### config.mk
export PLATFORM = sky130hd
export DESIGN_NAME = sysctrl_gen_flat
export DESIGN_NICKNAME = d
export VERILOG_FILES = /design/src/rtl/sysctrl_gen_pkg.sv /design/src/rtl/sysctrl_gen_if.sv /design/src/rtl/sysctrl_gen_irq.sv /design/src/rtl/sysctrl_gen.sv /design/src/flat_wrapper.sv
export SDC_FILE = /design/constraint.sdc
export NUM_CORES = 1
export LEC_CHECK = 0
export ABC_AREA = 1
export CAP_MARGIN = 20
export CORE_UTILIZATION = 45
export DETAILED_ROUTE_END_ITERATION = 7
export PLACE_DENSITY_LB_ADDON = 0.15
export SETUP_SLACK_MARGIN = 0.3
export SYNTH_ARGS = -nofsm -noshare
export SYNTH_HDL_FRONTEND = slang
export SYNTH_SLANG_ARGS = --single-unit
### constraint.sdc
create_clock -name clk -period 1.8 [get_ports clk]
set_input_delay 0.36 -clock clk [delete_from_list [all_inputs] [get_ports clk]]
set_output_delay 0.36 -clock clk [all_outputs]
set_load 0.01 [all_outputs]
### src/rtl/sysctrl_gen_pkg.sv
// sysctrl_gen shared definitions: command codes, status magic, id match, bit reverse.
package sysctrl_gen_pkg;

  typedef enum logic [7:0] {
    CMD_STATUS  = 8'h00,
    CMD_LED     = 8'h01,
    CMD_COLOR   = 8'h02,
    CMD_BUTTONS = 8'h03,
    CMD_VAR_WR  = 8'h04,
    CMD_IRQ     = 8'h05,
    CMD_VAR_RD  = 8'h06,
    CMD_MASK    = 8'h07
  } cmd_e;

  localparam logic [7:0] MAGIC0 = 8'h5C;
  localparam logic [7:0] MAGIC1 = 8'h42;

  // Config variables are addressed by a one-byte ASCII id.
  function automatic logic id_match(input logic [7:0] id, input logic [7:0] cand);
    return id == cand;
  endfunction

  // The MCU sends colour bytes LSB-first relative to the ws2812 shifter.
  function automatic logic [7:0] bitrev8(input logic [7:0] d);
    logic [7:0] r;
    for (int i = 0; i < 8; i++) r[i] = d[7-i];
    return r;
  endfunction

endpackage

### src/rtl/sysctrl_gen_if.sv
// Byte stream from the MCU SPI deframer and the registered reply byte.
interface sysctrl_gen_if;
  logic       data_in_strobe;
  logic       data_in_start;
  logic [7:0] data_in;
  logic [7:0] data_out;

  modport master (output data_in_strobe, data_in_start, data_in, input data_out);
  modport slave  (input data_in_strobe, data_in_start, data_in, output data_out);
endinterface

### src/rtl/sysctrl_gen_irq.sv
// Interrupt block: 2-flop sync, rising-edge detect, sticky pending, mask,
// coldboot flag and the registered active-low interrupt line.
module sysctrl_gen_irq #(
  parameter int NUM_INTS = 8
) (
  input  logic                clk,
  input  logic                reset_n,
  input  logic [NUM_INTS-1:0] int_in,
  input  logic                ack_vld,
  input  logic [7:0]          ack_bits,
  input  logic                mask_wr,
  input  logic [7:0]          mask_bits,
  output logic [NUM_INTS-1:0] pending,
  output logic                coldboot,
  output logic                int_out_n
);

  localparam logic [NUM_INTS-1:0] BIT0 = {{(NUM_INTS-1){1'b0}}, 1'b1};

  logic [NUM_INTS-1:0] s1, s2, s3, mask, rise, clr;

  // Channel 0 belongs to coldboot, so its source never sets pending.
  assign rise = s2 & ~s3 & ~BIT0;
  assign clr  = ack_vld ? ack_bits[NUM_INTS-1:0] : '0;

  // Sync, pending (set beats ack), mask and interrupt output registers.
  always_ff @(posedge clk or negedge reset_n) begin
    if (!reset_n) begin
      s1        <= '0;
      s2        <= '0;
      s3        <= '0;
      pending   <= '0;
      mask      <= '1;
      coldboot  <= 1'b1;
      int_out_n <= 1'b0;
    end else begin
      s1        <= int_in;
      s2        <= s1;
      s3        <= s2;
      pending   <= ((pending & ~clr) | rise) & ~BIT0;
      if (mask_wr) mask <= mask_bits[NUM_INTS-1:0] | BIT0;
      if (ack_vld && ack_bits[0]) coldboot <= 1'b0;
      int_out_n <= !(coldboot || |(pending & mask));
    end
  end

endmodule

### src/rtl/sysctrl_gen.sv
// MCU system-control slave: frames the byte stream into commands driving
// LEDs, RGB colour, button readback, config variables and interrupts.
// Optional: SYSCTRL_READBACK_EN adds CMD6 config-variable readback.
module sysctrl_gen
  import sysctrl_gen_pkg::*;
#(
  parameter logic [7:0]            CORE_ID      = 8'h03,
  parameter int                    NUM_VARS     = 16,
  parameter logic [NUM_VARS*8-1:0] VAR_IDS      = "PONMLKJIHGFEDRBA",
  parameter logic [NUM_VARS*8-1:0] VAR_DEFAULTS = 128'h0F0E0D0C0B0A09080706050403020100,
  parameter int                    NUM_INTS     = 8,
  parameter int                    NUM_LEDS     = 2,
  parameter int                    NUM_BUTTONS  = 2
) (
  input  logic                   clk,
  input  logic                   reset_n,
  sysctrl_gen_if.slave           bus,
  output logic                   int_out_n,
  input  logic [NUM_INTS-1:0]    int_in,
  input  logic [NUM_BUTTONS-1:0] buttons,
  output logic [NUM_LEDS-1:0]    leds,
  output logic [23:0]            color,
  output logic [NUM_VARS*8-1:0]  cfg,
  output logic [NUM_VARS-1:0]    cfg_wr
);

  logic [3:0]                state_q, state_d;
  logic [7:0]                cmd_q, cmd_d, eff_cmd, id_q, dout_d, irq_stat;
  logic [NUM_VARS-1:0][7:0]  cfg_q;
  logic [NUM_INTS-1:0]       pending;
  logic                      coldboot, data_byte, take;

  // data_byte: a payload byte inside a live frame; take: any byte that updates data_out.
  assign data_byte = bus.data_in_strobe && !bus.data_in_start && (state_q != 4'd0);
  assign take      = bus.data_in_strobe && (bus.data_in_start || (state_q != 4'd0));
  assign eff_cmd   = bus.data_in_start ? bus.data_in : cmd_q;
  assign irq_stat  = 8'(pending) | {7'b0, coldboot};
  assign cfg       = cfg_q;

`ifdef SYSCTRL_READBACK_EN
  function automatic logic [7:0] var_lookup(input logic [7:0] id,
                                            input logic [NUM_VARS-1:0][7:0] tbl);
    logic [7:0] r;
    r = 8'hFF;
    for (int i = 0; i < NUM_VARS; i++)
      if (id_match(id, VAR_IDS[8*i +: 8])) r = tbl[i];
    return r;
  endfunction
`endif

  // Frame position and command register.
  always_ff @(posedge clk or negedge reset_n) begin
    if (!reset_n) begin
      state_q <= 4'd0;
      cmd_q   <= 8'h00;
    end else begin
      state_q <= state_d;
      cmd_q   <= cmd_d;
    end
  end

  // Next frame position: start restarts at 1 (aborting any frame), payload saturates at 15.
  always_comb begin
    state_d = state_q;
    cmd_d   = cmd_q;
    if (bus.data_in_strobe && bus.data_in_start) begin
      state_d = 4'd1;
      cmd_d   = bus.data_in;
    end else if (data_byte) begin
      state_d = (state_q == 4'hF) ? state_q : state_q + 4'd1;
    end
  end

  // Reply byte: status is indexed by the position the frame moves to.
  always_comb begin
    dout_d = 8'h00;
    case (eff_cmd)
      CMD_STATUS:
        case (state_d)
          4'd1:    dout_d = MAGIC0;
          4'd2:    dout_d = MAGIC1;
          4'd3:    dout_d = CORE_ID;
          default: dout_d = 8'h00;
        endcase
      CMD_BUTTONS: dout_d = 8'(buttons);
      CMD_IRQ:     dout_d = irq_stat;
`ifdef SYSCTRL_READBACK_EN
      CMD_VAR_RD:
        if (data_byte) dout_d = var_lookup((state_q == 4'd1) ? bus.data_in : id_q, cfg_q);
`endif
      default: dout_d = 8'h00;
    endcase
  end

  // Payload writes are keyed on the position the byte arrived at.
  always_ff @(posedge clk or negedge reset_n) begin
    if (!reset_n) begin
      bus.data_out <= 8'h00;
      leds         <= '0;
      color        <= 24'h0;
      cfg_q        <= VAR_DEFAULTS;
      cfg_wr       <= '0;
      id_q         <= 8'h00;
    end else begin
      cfg_wr <= '0;
      if (take) bus.data_out <= dout_d;
      if (data_byte) begin
        case (cmd_q)
          CMD_LED:
            if (state_q == 4'd1) leds <= bus.data_in[NUM_LEDS-1:0];
          CMD_COLOR:
            case (state_q)
              4'd1:    color[15:8]  <= bitrev8(bus.data_in);
              4'd2:    color[7:0]   <= bitrev8(bus.data_in);
              4'd3:    color[23:16] <= bitrev8(bus.data_in);
              default: ;
            endcase
          CMD_VAR_WR: begin
            if (state_q == 4'd1) id_q <= bus.data_in;
            if (state_q == 4'd2)
              for (int i = 0; i < NUM_VARS; i++)
                if (id_match(id_q, VAR_IDS[8*i +: 8])) begin
                  cfg_q[i]  <= bus.data_in;
                  cfg_wr[i] <= 1'b1;
                end
          end
`ifdef SYSCTRL_READBACK_EN
          CMD_VAR_RD:
            if (state_q == 4'd1) id_q <= bus.data_in;
`endif
          default: ;
        endcase
      end
    end
  end

  sysctrl_gen_irq #(.NUM_INTS(NUM_INTS)) u_irq (
    .clk       (clk),
    .reset_n   (reset_n),
    .int_in    (int_in),
    .ack_vld   (data_byte && (cmd_q == CMD_IRQ) && (state_q == 4'd1)),
    .ack_bits  (bus.data_in),
    .mask_wr   (data_byte && (cmd_q == CMD_MASK) && (state_q == 4'd1)),
    .mask_bits (bus.data_in),
    .pending   (pending),
    .coldboot  (coldboot),
    .int_out_n (int_out_n)
  );

endmodule
### src/flat_wrapper.sv
// flat-port wrapper written by rule: the top's interface ports become plain ports
module sysctrl_gen_flat import sysctrl_gen_pkg::*;
#(
  parameter logic [7:0]            CORE_ID      = 8'h03,
  parameter int                    NUM_VARS     = 16,
  parameter logic [NUM_VARS*8-1:0] VAR_IDS      = "                ",
  parameter logic [NUM_VARS*8-1:0] VAR_DEFAULTS = 128'h0F0E0D0C0B0A09080706050403020100,
  parameter int                    NUM_INTS     = 8,
  parameter int                    NUM_LEDS     = 2,
  parameter int                    NUM_BUTTONS  = 2
)
  (clk, reset_n, int_out_n, int_in, buttons, leds, color, cfg, cfg_wr, bus_data_in_strobe, bus_data_in_start, bus_data_in, bus_data_out);
  sysctrl_gen_if bus_i ();
  input  logic clk;
  input  logic reset_n;
  output logic int_out_n;
  input  logic [NUM_INTS-1:0] int_in;
  input  logic [NUM_BUTTONS-1:0] buttons;
  output logic [NUM_LEDS-1:0] leds;
  output logic [23:0] color;
  output logic [NUM_VARS*8-1:0] cfg;
  output logic [NUM_VARS-1:0] cfg_wr;
  input wire logic [$bits(bus_i.data_in_strobe)-1:0] bus_data_in_strobe;
  input wire logic [$bits(bus_i.data_in_start)-1:0] bus_data_in_start;
  input wire logic [$bits(bus_i.data_in)-1:0] bus_data_in;
  output wire logic [$bits(bus_i.data_out)-1:0] bus_data_out;
  assign bus_i.data_in_strobe = bus_data_in_strobe;
  assign bus_i.data_in_start = bus_data_in_start;
  assign bus_i.data_in = bus_data_in;
  assign bus_data_out = bus_i.data_out;
  sysctrl_gen #(.CORE_ID(CORE_ID), .NUM_VARS(NUM_VARS), .VAR_IDS(VAR_IDS), .VAR_DEFAULTS(VAR_DEFAULTS), .NUM_INTS(NUM_INTS), .NUM_LEDS(NUM_LEDS), .NUM_BUTTONS(NUM_BUTTONS)) u_core (.clk(clk), .reset_n(reset_n), .bus(bus_i), .int_out_n(int_out_n), .int_in(int_in), .buttons(buttons), .leds(leds), .color(color), .cfg(cfg), .cfg_wr(cfg_wr));
endmodule
==> flow_summary_export.csv, run 1 <==
group,metric,value,unit
outcome,status,"finished, violations left",
outcome,failed_checks,"design-rule violations",
setup_path,rr_endpoint,"u_core.cfg[59]",
place,place.port_buffers,199,
drt,post-route-drc-count,40,
drt,vias,4345,
yosys,yosysTopAreaCell,"dfrtp_1",
floorplan,die-width,111.1,um
setup_path,startpoint_type,"register",
setup_path,cp_data_arrival_time,1.36,ns
drt,dr.pass1.iters,7,
setup_path,startpoint,"u_core.cfg[59]",
drt,vias_per_cell,4.971,
sta,slew_violations,0,
yosys,yosys_warnings,0,
setup_path,reg2reg_depth,12,
sta,setup_viol,0,
clock_network,clock_path_buffers,2,
final_layout,nNetsFinal,752,
global_routing,grt_first_pass_wirelength,21850,um
setup_path,critPathSlowestCell,"clkdlybuf4s50_1",
sta,slew_headroom,57.77,%
drt,wl_per_cell,17.11,um
sta,fin_tns_setup,0,ns
yosys,synth_area_per_cell,9.573,um^2
clock_network,root_buffer,"clkbuf_16",
global_routing,overflow,0,
sta,period_minus_slack,1.716,ns
yosys,synth_flop_cell,"dfrtp_1",
floorplan,core_area,0.01152,mm^2
power,power_density,714.4,mW/mm^2
global_routing,track_usage,22.77,%
hold_path,hold_path.startpoint,"u_core.u_irq.s1[7]",
setup_path,cpLargestDelayFamily,"buffers and inverters",
final_layout,post-route-util,68.68,%
final_layout,stdcell_count,874,
yosys,ys_types,33,
setup_path,slowest_delay,0.57,ns
global_routing,antenna_found_initial,0,
yosys,ys_seq_elements,104,
setup_path,r2r_slack,0.12,ns
sta,finalClockSkew,0.01327,ns
yosys,synth-async-reset-ratio,100.0,%
floorplan,rows,39,
yosys,syn_area,0.005351,mm^2
setup_path,worstSetupEndpointType,"primary output",
sta,hold_slack,0.3490,ns
setup_path,cp_cell_sequence,"clkdlybuf4s50_1",
clock_network,clkLatencyLatePin,0.35,ns
setup_path,cp_max_fo,9,
final_layout,diodes,0,
final_layout,syn_to_final_growth,47.79,%
clock_network,cts_made_buffers,9,
final_layout,final_cell_mix,"dfrtp_1, nand2_1, buf_6",
floorplan,die_y,111.1,um
yosys,synth_nets,585,
final_layout,final_common_cell,"dfrtp_1",
global_routing,grt_pass1_vias,4125,
flow_run,cap_violations,0,
setup_path,critPathKind,"register to primary output",
yosys,synth_area_leaders,"dfrtp_1, buf_4, nand2_1",
power,p_leak,4.037,nW
place,gp_congestion,0.8161,
sta,timing.final.crit_share,95.35,%
sta,worstMarginPinSlew,0.6328,ns
yosys,seq_area_frac_synth,48.91,%
sta,max_freq,582.7,MHz
yosys,synth.top_cell.area_share,43.02,%
final_layout,drive_gt1_share,56.50,%
yosys,netlist_instances,559,
power,ir_drop,613.2,uV
global_routing,grt_max_degree,46,
setup_path,r2r-start,"u_core.state_q[1]",
power,finalPower,5.650,mW
clock_network,cts.sinks,104,
sta,finalHoldViolCount,0,
hold_path,hold_path_class,"register to register",
place,hpwl,8132,um
setup_path,crit_buf_inv,1,
drt,initialDrtViolationCount,256,
drt,postRouteAntennaNets,0,
setup_path,worstSetupEndpoint,"cfg[51]",
clock_network,htree_levels,3,
yosys,synth_edf_count,0,
floorplan,start_util,46.47,%
setup_path,cp.depth,1,
clock_network,cts_tree,"yes",
setup_path,required,1.44,ns
drt,finalWirelength,14950,um
clock_network,path_clk_slew,0.08,ns
floorplan,die_area,0.01233,mm^2
sta,grt_setup_unrepaired,"true",
place,placed_cells,777,
floorplan,io-pin-count,201,
[per-stage QoR]
step                setup slack, ns  instance area, um^2
floorplan                    0.2351                 5378
global placement            -0.2453                 6658
detailed placement          -0.2374                 6658
CTS                         0.08598                 7795
global route                0.03822                 7909
finish                      0.08374                 7909
[sequential cells by signal (all words and copies together) (netlist names)]
signal,flops
u_core.u_irq.int_out_n,1
u_core.cmd_q,8
u_core.u_irq.pending,7
u_core.u_irq.s3,7
u_core.u_irq.s2,7
u_core.color,24
u_core.u_irq.coldboot,1
u_core.cfg,12
u_core.leds,2
u_core.state_q,4
u_core.cfg_wr,1
u_core.id_q,8
u_core.u_irq.s1,7
u_core.u_irq.mask,7
u_core.bus.data_out,8
[cells in the mapped netlist (4+ instances only)]
| cell | n |
|---|---|
| dfstp_2 | 12 |
| buf_4 | 133 |
| nor2_2 | 5 |
| inv_1 | 31 |
| nand3_2 | 7 |
| nor2_4 | 4 |
| buf_6 | 5 |
| inv_2 | 7 |
| dfrtp_1 | 92 |
| nor2_1 | 10 |
| o21ai_2 | 21 |
| ha_1 | 4 |
| nand4_1 | 6 |
| nand2_2 | 7 |
| nand3_1 | 12 |
| o21ai_1 | 25 |
| o21ai_0 | 36 |
| nand2_1 | 120 |
[power by group]
part / leakage (nW) / internal, mW / switching (mW)
clock network: 0.148 / 1.01 / 0.948
logic: 2.62 / 0.493 / 0.653
registers: 1.27 / 2.45 / 0.0961
total: 4.04 / 3.95 / 1.70
[per-layer routing]
layer / share of wire (%) / track usage, %
met5: 0 / 0
met2: 56 / 42.64
met4: 2.1 / 9.369
met1: 37 / 25.34
met3: 5.4 / 4.046
[logic make-up (layout without fill, tap and decap cells)]
logic type / count (synthesis) / in the layout / synth area share (%)
XOR/XNOR: 1 / 1 / 0.1637
flip-flops: 104 / 104 / 48.91
adder cells (fa/ha/maj): 4 / 4 / 0.9353
AO/OA/AOI/OAI: 85 / 85 / 9.563
buffers and inverters: 181 / 350 / 22.89
AND/OR/NAND/NOR: 184 / 187 / 17.54
[worst min path at each step]
stage	endpoint	depth (start not counted)	slack, ns
2_1_floorplan	u_core.bus.data_out[0]	0	0.06
3_3_place_gp	u_core.bus.data_out[2]	1	0.23
3_5_place_dp	u_core.bus.data_out[2]	1	0.23
4_1_cts	u_core.u_irq.s2[7]	0	0.35
5_1_grt	u_core.u_irq.s2[7]	0	0.36
6_report	u_core.u_irq.s2[7]	0	0.35
[timing repair]
action / in CTS / in global routing
gates cloned: 7 / 2
hold buffers: 1 / 0
pin swaps: 21 / 32
endpoints found under the setup margin: 249 / 200
endpoints found under the hold margin: 11 / 0
setup buffers: 59 / 12
gates resized for setup: 509 / 225
[area by class of cell]
class,instances,area (um^2)
clock inverters,6,62.56
clock buffers,10,239.0
well taps,143,178.9
inverters,39,158.9
flip-flops and latches,104,2638
repair buffers,295,2522
multi-input cells,277,2110
fillers,875,3607
Power figures use the tool's default switching activity.
==> inputs of run 2 (changes only) <==
--- a/config.mk
+++ b/config.mk
@@ -9,7 +9,7 @@
 export CAP_MARGIN = 20
 export CORE_UTILIZATION = 45
 export DETAILED_ROUTE_END_ITERATION = 7
-export PLACE_DENSITY_LB_ADDON = 0.15
+export PLACE_DENSITY = 0.81
 export SETUP_SLACK_MARGIN = 0.3
 export SYNTH_ARGS = -nofsm -noshare
 export SYNTH_HDL_FRONTEND = slang
==> flow_summary_export.csv, run 2 (synthesized netlist as in run 1, its figures left out) <==
group,metric,value,unit
floorplan,start_util,46.47,%
setup_path,worstSetupEndpointType,"register",
power,ir_drop,565.9,uV
global_routing,grt.met2_usage,51.61,%
final_layout,syn_to_final_growth,55.46,%
final_layout,multi_input_comb_area,0.002345,mm^2
setup_path,required,2.04,ns
final_layout,stdcell_count,892,
drt,dr.pass1.iters,7,
clock_network,root_buffer,"clkbuf_16",
floorplan,rows,39,
final_layout,nNetsFinal,770,
hold_path,holdPathEnd,"u_core.u_irq.s2[3]",
place,hpwl,9060,um
global_routing,use_met1,29.46,%
setup_path,r2r-start,"u_core.state_q[1]",
power,power_density,710.7,mW/mm^2
clock_network,clkLatencyLatePin,0.36,ns
drt,wl_per_cell,21.09,um
final_layout,seqCellArea,0.002636,mm^2
hold_path,hold_path_class,"register to register",
global_routing,grt_busiest_layer,"met2",
global_routing,overflow,0,
drt,vias,4845,
floorplan,die-width,111.1,um
global_routing,grt_pass1_vias,4760,
final_layout,regMostFlops,"u_core.color",
place,gp_congestion,0.8865,
clock_network,htree_levels,3,
final_layout,diodes,0,
floorplan,die_y,111.1,um
final_layout,drive_gt1_share,61.82,%
sta,slew_violations,0,
final_layout,largest_reg_flops,24,
global_routing,antenna_found_initial,0,
sta,slew_headroom,49.18,%
clock_network,cts_made_buffers,9,
final_layout,final_cell_mix,"dfrtp_1, buf_6, clkbuf_2",
hold_path,hold_path.startpoint,"u_core.u_irq.s1[3]",
clock_network,cts_tree,"yes",
hold_path,worstHoldPathCells,0,
place,placed_cells,784,
sta,finalClockSkew,0.01124,ns
power,p_leak,4.158,nW
sta,finalHoldViolCount,0,
global_routing,grt_max_degree,41,
power,finalPower,5.912,mW
place,place.port_buffers,199,
setup_path,startpoint_type,"register",
outcome,status,"finished, violations left",
global_routing,track_usage,28.01,%
outcome,failed_checks,"design-rule violations",
flow_run,cap_violations,0,
sta,period_minus_slack,1.751,ns
setup_path,critPathKind,"register to register",
drt,post-route-drc-count,40,
drt,postRouteAntennaNets,0,
drt,vias_per_cell,5.432,
drt,initialDrtViolationCount,334,
setup_path,cp_data_arrival_time,1.99,ns
setup_path,rr_endpoint,"u_core.bus.data_out[6]",
sta,hold_slack,0.3521,ns
sta,max_freq,571.1,MHz
clock_network,path_clk_slew,0.07,ns
floorplan,io-pin-count,201,
floorplan,die_area,0.01233,mm^2
floorplan,core_area,0.01152,mm^2
global_routing,met3_usage,5.358,%
final_layout,fillCellCount,712,
sta,worstMarginPinSlew,0.7614,ns
clock_network,clock_path_buffers,2,
sta,setup_viol,0,
final_layout,final_common_cell,"dfrtp_1",
drt,finalWirelength,18820,um
clock_network,cts.sinks,104,
global_routing,grt_first_pass_wirelength,26220,um
setup_path,r2r_slack,0.05,ns
sta,grt_setup_unrepaired,"true",
setup_path,reg2reg_depth,14,
setup_path,cp_max_fo,4,
sta,timing.final.crit_share,97.28,%
[run 2: changes by cell type in the layout (fill, tap and decap cells not counted), moves of 4 or more]
| cell | before | now |
|---|---|---|
| buf_6 | 57 | 72 |
| dlygate4sd2_1 | 43 | 37 |
| clkbuf_2 | 54 | 65 |
| nand2_1 | 68 | 59 |
| buf_4 | 53 | 58 |
| clkdlybuf4s15_2 | 4 | 0 |
| o21ai_1 | 38 | 18 |
| o21ai_2 | 32 | 52 |
| buf_2 | 38 | 29 |
| nand2_2 | 36 | 31 |
| clkdlybuf4s50_1 | 32 | 39 |
| nand2_4 | 23 | 34 |
[run 2: what timing repair did]
item,4_1_cts,5_1_grt
gates resized for setup,530,255
hold buffers,1,0
endpoints found under the hold margin,22,0
cloned,8,2
buffers inserted,65,16
setup endpoints to repair,249,214
pin swaps,31,35
[run 2: power by group]
group	internal (mW)	switching, mW	total (mW)
combinational	0.547	0.781	1.33
sequential	2.45	0.111	2.56
clock	1.09	0.934	2.02
[run 2: how the worst max path moves through the flow]
stage | start | to | depth (start not counted)
2_1_floorplan | u_core.state_q[1] | u_core.cfg[124] | 11
3_3_place_gp | bus_data_in_start | u_core.cfg_wr[14] | 8
4_1_cts | u_core.cfg[90] | cfg[26] | 1
6_report | u_core.state_q[1] | u_core.bus.data_out[6] | 14
5_1_grt | u_core.state_q[0] | u_core.bus.data_out[6] | 13
3_5_place_dp | bus_data_in_start | u_core.cfg_wr[14] | 8
[run 2: metrics by stage]
| step | worst slack (ns) | cell area (um^2) | TNS (ns) | utilization (%) |
|---|---|---|---|---|
| 2_1_floorplan | 0.2351 | 5378 | 0 | - |
| 3_3_place_gp | -0.4436 | 6698 | -15.43 | 58.16 |
| 3_5_place_dp | -0.4891 | 6698 | -18.38 | 58.16 |
| 4_1_cts | 0.07905 | 8105 | 0 | 70.38 |
| 5_1_grt | -0.01143 | 8319 | -0.01768 | 72.24 |
| 6_report | 0.04899 | 8319 | 0 | 72.24 |
[run 2: per-layer routing]
| metal | up-vias | part of all wire, % |
|---|---|---|
| li1 | 2045 | - |
| met1 | 2394 | 35 |
| met2 | 310 | 52 |
| met3 | 96 | 6.8 |
| met4 | 0 | 6.2 |
| met5 | - | 0 |
[run 2: cell type report]
| class | instances | area share (%) |
|---|---|---|
| Clock buffer | 10 | 2.752 |
| Clock inverter | 6 | 0.8422 |
| Inverter | 39 | 1.940 |
| Multi-Input combinational cell | 277 | 28.18 |
| Sequential cell | 104 | 31.69 |
| Tap cell | 143 | 2.151 |
| Timing Repair Buffer | 313 | 32.44 |
[run 2: worst max-delay path, cell delays in order, from the launching register on]
cell and delay (ns):
dfrtp_2 0.45, inv_4 0.10, ha_4 0.18, nand2_8 0.08, nand2_8 0.10, inv_8 0.04, buf_6 0.12, nand2_4 0.06
nand3_4 0.09, nand2_2 0.09, inv_2 0.05, nand3_4 0.10, nand3_2 0.06, nand2_1 0.06, nand2_1 0.06
